[config.mk]
export PLATFORM = sky130hd
export DESIGN_NAME = par2ser_gearbox
export DESIGN_NICKNAME = d
export VERILOG_FILES = /design/src/rtl/par2ser_pkg.sv /design/src/rtl/par2ser_gearbox_counter.sv /design/src/rtl/par2ser_gearbox.sv
export SDC_FILE = /design/constraint.sdc
export NUM_CORES = 1
export LEC_CHECK = 0
export ABC_AREA = 0
export CAP_MARGIN = 10
export CELL_PAD_IN_SITES_DETAIL_PLACEMENT = 0
export CELL_PAD_IN_SITES_GLOBAL_PLACEMENT = 1
export CORE_MARGIN = 2
export CORE_UTILIZATION = 40
export CTS_CLUSTER_SIZE = 8
export DETAILED_ROUTE_END_ITERATION = 10
export PLACE_DENSITY_LB_ADDON = 0.1
export REMOVE_ABC_BUFFERS = 1
export SYNTH_ARGS = -nofsm -noshare
export SYNTH_HDL_FRONTEND = slang
export SYNTH_SLANG_ARGS = --single-unit
[constraint.sdc]
create_clock -name clk -period 2.2 [get_ports clk]
set_clock_uncertainty 0.15 [all_clocks]
set_input_delay 0.33 -clock clk [delete_from_list [all_inputs] [get_ports clk]]
set_output_delay 0.33 -clock clk [all_outputs]
set_load 0.01 [all_outputs]
[src/rtl/par2ser_pkg.sv]
// Shared types and helpers for the par2ser gearbox.
// Buffer states, counter width and symbol slice base computation.
package par2ser_pkg;

    typedef enum logic [1:0] {
        ST_EMPTY = 2'd0,
        ST_ONE   = 2'd1,
        ST_TWO   = 2'd2
    } state_t;

    function automatic int cnt_width(input int ratio);
        return (ratio >= 2) ? $clog2(ratio) : 1;
    endfunction

    function automatic int sym_base(input int cnt, input int ratio,
                                    input logic msb, input int w);
        return msb ? (ratio - 1 - cnt) * w : cnt * w;
    endfunction

endpackage

[src/rtl/par2ser_gearbox_counter.sv]
// Modulo-RATIO symbol counter with enable and synchronous clear.
// cnt_last flags the final symbol slot of the current word.
module p2s_sym_counter
    import par2ser_pkg::*;
#(
    parameter int RATIO = 8,
    parameter int CNT_W = cnt_width(RATIO)
) (
    input  logic             clk,
    input  logic             clr,
    input  logic             en,
    output logic [CNT_W-1:0] cnt,
    output logic             cnt_last
);

    assign cnt_last = (cnt == CNT_W'(RATIO - 1));

    always_ff @(posedge clk) begin
        if (clr) begin
            cnt <= '0;
        end else if (en) begin
            cnt <= cnt_last ? '0 : cnt + 1'b1;
        end
    end

endmodule

[src/rtl/par2ser_gearbox.sv]
// Parallel-to-serial gearbox: two-word buffer, one symbol per cycle.
// Optional frame-last tracking is enabled with the P2S_LAST_EN macro.
module par2ser_gearbox
    import par2ser_pkg::*;
#(
    parameter int DIN_W  = 8,
    parameter int DOUT_W = 1
) (
    input  logic              clk,
    input  logic              rst,
    input  logic              msb_first,
    input  logic [DIN_W-1:0]  din,
    input  logic              din_last,
    input  logic              din_vld,
    output logic              din_rdy,
    output logic [DOUT_W-1:0] dout,
    output logic              dout_last,
    output logic              dout_vld,
    input  logic              dout_rdy
);

    localparam int RATIO = DIN_W / DOUT_W;
    localparam int CNT_W = cnt_width(RATIO);

    state_t           state;
    state_t           state_n;
    logic [DIN_W-1:0] shift_q;
    logic [DIN_W-1:0] pend_q;
    logic             shift_msb;
    logic             pend_msb;
    logic [CNT_W-1:0] cnt;
    logic             cnt_last;
    logic             accept;
    logic             emit;
    logic             final_pop;
    logic             ld_shift_din;
    logic             ld_shift_pend;
    logic             ld_pend;
    int               base;

    assign dout_vld  = (state != ST_EMPTY);
    assign accept    = din_vld & din_rdy;
    assign emit      = dout_vld & dout_rdy;
    assign final_pop = emit & cnt_last;

    p2s_sym_counter #(
        .RATIO (RATIO),
        .CNT_W (CNT_W)
    ) u_cnt (
        .clk      (clk),
        .clr      (rst),
        .en       (emit),
        .cnt      (cnt),
        .cnt_last (cnt_last)
    );

    always_comb begin
        state_n       = state;
        ld_shift_din  = 1'b0;
        ld_shift_pend = 1'b0;
        ld_pend       = 1'b0;
        unique case (state)
            ST_EMPTY: begin
                if (accept) begin
                    ld_shift_din = 1'b1;
                    state_n      = ST_ONE;
                end
            end
            ST_ONE: begin
                if (accept && !final_pop) begin
                    ld_pend = 1'b1;
                    state_n = ST_TWO;
                end else if (accept) begin
                    ld_shift_din = 1'b1;
                end else if (final_pop) begin
                    state_n = ST_EMPTY;
                end
            end
            ST_TWO: begin
                if (final_pop) begin
                    ld_shift_pend = 1'b1;
                    state_n       = ST_ONE;
                end
            end
            default: state_n = ST_EMPTY;
        endcase
    end

    // din_rdy is registered from the next state so dout_rdy never reaches it
    always_ff @(posedge clk) begin
        if (rst) begin
            state   <= ST_EMPTY;
            din_rdy <= 1'b1;
        end else begin
            state   <= state_n;
            din_rdy <= (state_n != ST_TWO);
        end
    end

    always_ff @(posedge clk) begin
        if (rst) begin
            shift_q   <= '0;
            pend_q    <= '0;
            shift_msb <= 1'b0;
            pend_msb  <= 1'b0;
        end else begin
            if (ld_shift_din) begin
                shift_q   <= din;
                shift_msb <= msb_first;
            end else if (ld_shift_pend) begin
                shift_q   <= pend_q;
                shift_msb <= pend_msb;
            end
            if (ld_pend) begin
                pend_q   <= din;
                pend_msb <= msb_first;
            end
        end
    end

    always_comb base = sym_base(int'(cnt), RATIO, shift_msb, DOUT_W);
    assign dout = shift_q[base +: DOUT_W];

`ifdef P2S_LAST_EN
    logic shift_last;
    logic pend_last;

    always_ff @(posedge clk) begin
        if (rst) begin
            shift_last <= 1'b0;
            pend_last  <= 1'b0;
        end else begin
            if (ld_shift_din) begin
                shift_last <= din_last;
            end else if (ld_shift_pend) begin
                shift_last <= pend_last;
            end
            if (ld_pend) begin
                pend_last <= din_last;
            end
        end
    end

    assign dout_last = shift_last & cnt_last & dout_vld;
`else
    logic unused_last;
    assign unused_last = din_last;
    assign dout_last   = 1'b0;
`endif

endmodule

==> results.cfg <==
[floorplan]
row_count = 19
start_util_pct = 42.3
die_h_um = 58.0
die_width_um = 58.0
top_level_ports = 18
core_area_um2 = 2760
die-area_um2 = 3360

[clock_network]
clock_latency_ns = 0.31
numCtsBuffers = 3
cts_buffer_depth = 2
cts_hold_buf = 0
cts_tree = built
h-tree-depth = 1
cts_root_buf = clkbuf_4
post_cts_buffers = 0
cts.clk_slew.worst_paths_ns = 0.13
cts_sinks = 24

[setup_path]
worst_ep_arrival_time_ns = 1.69
required_ns = 1.72
setup.worst_path.class = reg -> out
critPathCaptureType = output port
worstReg2RegEnd = shift_q[6]
path_buf_inv = 1
critPathLaunchType = register
r2r-start = u_cnt.cnt[0]
rr_worst_depth = 7
path_cells = mux4_2 -> nor2b_4 -> a211oi_2 -> a21oi_1 -> buf_2
crit_fanout = 4
path_delay_family = multiplexers
slowest_delay_ns = 0.50
slowest_stage = mux4_2
r2r_setup_slack_ns = 0.19

[min_path]
hold_depth = 2
holdPathEnd = pend_q[2]
hold_path_startpoint = pend_q[2]
hold_path_class = reg -> reg

[pwr]
p_leak_uw = 0.000662
power_density_nw_per_um2 = 655
power_uw = 910
irDropWorstVdd_uv = 388

[detailed_routing]
drt_iter0_markers = 32
drt-pass1-iter-count = 4
vias = 841
routedWlPerCell_um = 13.2
post-route-drc-count = 0
ant_nets = 0
drt_wl_total_mm = 2.13
via_per_inst = 5.22

[global_route]
grt_max_degree = 19
antenna_found_initial = 0
overflow = 0
grtUsageTotal_pct = 15.3
grt_pass1_wl_mm = 3.92
grt_pass1_vias = 835

[synthesis]
synth_area_um2 = 1170
synth_top_area_share_pct = 41.2
synth_adder_area_share_pct = 2.15
ys_seq_area_share_pct = 41.2
muxShareOfSynthArea_pct = 26.6
synth_compound_area_share_pct = 11.2
synth.area.top_cells = dfxtp_1 41%, mux2i_1 19%, mux4_2 7.7%
synthCells = 112
synth-seq-cells = 24
synth_top_cell_by_area = dfxtp_1
yosysUniqueCellTypes = 27
synthSimpleGateAreaFrac_pct = 13.6
synth_top_family_by_area = multiplexers
syn-mean-instance-area_um2 = 10.4
yosysWarnings = 0
synthXorXnorAreaFrac_pct = 0

[final_layout]
final_common_cell = dfxtp_1
drive_gt1_share_pct = 20.0
stdcell_area_um2 = 1390
n_antenna_cell = 0
final_cell_mix = 23 x dfxtp_1, 22 x mux2i_1, 21 x nor2_1, 14 x clkdlybuf4s50_1, 8 x a211oi_1
ff_latch_area_um2 = 484
nNetsFinal = 147
multi_input_area_um2 = 628
final_util_pct = 50.4
fill_cells = 264
syn_to_final_growth_pct = 19.1

[place]
portBuffers = 15
placed_area_um2 = 1350
gp_congestion = 0.766
dp_hpwl_mm = 1.57

[timing]
final_max_slew_viol_count = 0
hold_viol_final = 0
setup_viol = 0
fin_crit_sh_pct = 98.7
finalCriticalPeriod_ns = 2.17
fmax_mhz = 461
holdWs_ns = 0.362
setup_tns_ns = 0
rsz0062_at_grt = yes

[flow_run]
drv_cap = 0

[outcome]
status = complete, no violations
==> cell usage after synthesis <==
cell      instances
dfxtp_1          24
o21ai_1           1
nor2_1           21
or2_2             1
nand2b_1          1
a21oi_1           4
mux2i_1          22
a211oi_1          8
clkbuf_1          3
inv_2             1
mux4_2            4
a211oi_2          2
and3b_1           1
and2_1            1
nor2b_1           1
ha_1              2
nor3_1            2
clkbuf_2          1
buf_4             2
nor2b_4           1
conb_1            1
a21boi_2          1
nand2_1           1
nand2_2           2
o22a_1            1
buf_6             2
nor2_2            1
==> worst register-to-register path, cell delays in order, from the launching register on <==
cell	delay [ns]
dfxtp_4	0.38
buf_4	0.15
ha_1	0.19
ha_1	0.21
and2_1	0.21
nand2_2	0.26
mux2i_1	0.26
a211oi_2	0.09
==> power by group <==
group	internal, uW	total [uW]	switching, uW
Combinational	106	186	80.0
Sequential	467	493	26.1
Clock	101	231	130
Total	674	910	236
==> cells by family (layout without fill, tap and decap cells) <==
logic type / after synthesis / after routing
AO/OA/AOI/OAI: 17 / 17
adder cells (fa/ha/maj): 2 / 2
buffers and inverters: 9 / 27
flip-flops: 24 / 24
multiplexers: 26 / 26
other: 1 / 1
AND/OR/NAND/NOR: 33 / 33
==> repair_timing <==
action                     in CTS  in global routing
pin swaps                       1                  0
gates cloned                    0                  0
setup endpoints to repair       1                  1
resized for setup               6                  0
==> layout make-up <==
class | instances | area share, %
clock buffers | 4 | 2.61
inverters | 1 | 0.270
multi-input cells | 79 | 45.2
well taps | 31 | 2.79
repair buffers | 22 | 14.2
flip-flops and latches | 24 | 34.9
==> registers in the layout, summed over array words and instances (netlist names) <==
name and count:
pend_q 8, shift_q 8, u_cnt.cnt 3, state 2, din_rdy 1, pend_msb 1, shift_msb 1
==> layer usage <==
metal  global-route usage (%)  wire length, um  share of wire [%]
met1                     20.6             1040                 49
met3                     2.68               67                3.1
met2                     24.4             1000                 47
met5                        0                0                  0
met4                     5.98               16               0.75
==> worst max-delay path by stage <==
stage	from	endpoint	slack, ns	depth (start not counted)
after global routing	u_cnt.cnt[0]	dout	-0.08	5
final	u_cnt.cnt[0]	dout	0.03	5
after CTS	u_cnt.cnt[0]	dout	0.003	5
after detailed placement	u_cnt.cnt[0]	dout	-0.07	5
after global placement	u_cnt.cnt[0]	dout	-0.05	5
after floorplan	u_cnt.cnt[0]	shift_msb	0.29	6
==> metrics by stage <==
| stage | setup WS, ns | std cells |
|---|---|---|
| 2_1_floorplan | 0.295 | 104 |
| 3_3_place_gp | -0.0520 | 157 |
| 3_5_place_dp | -0.0716 | 157 |
| 4_1_cts | 0.00309 | 161 |
| 5_1_grt | -0.0807 | 161 |
| 6_report | 0.0296 | 161 |
(Power assumes the default switching activity.)
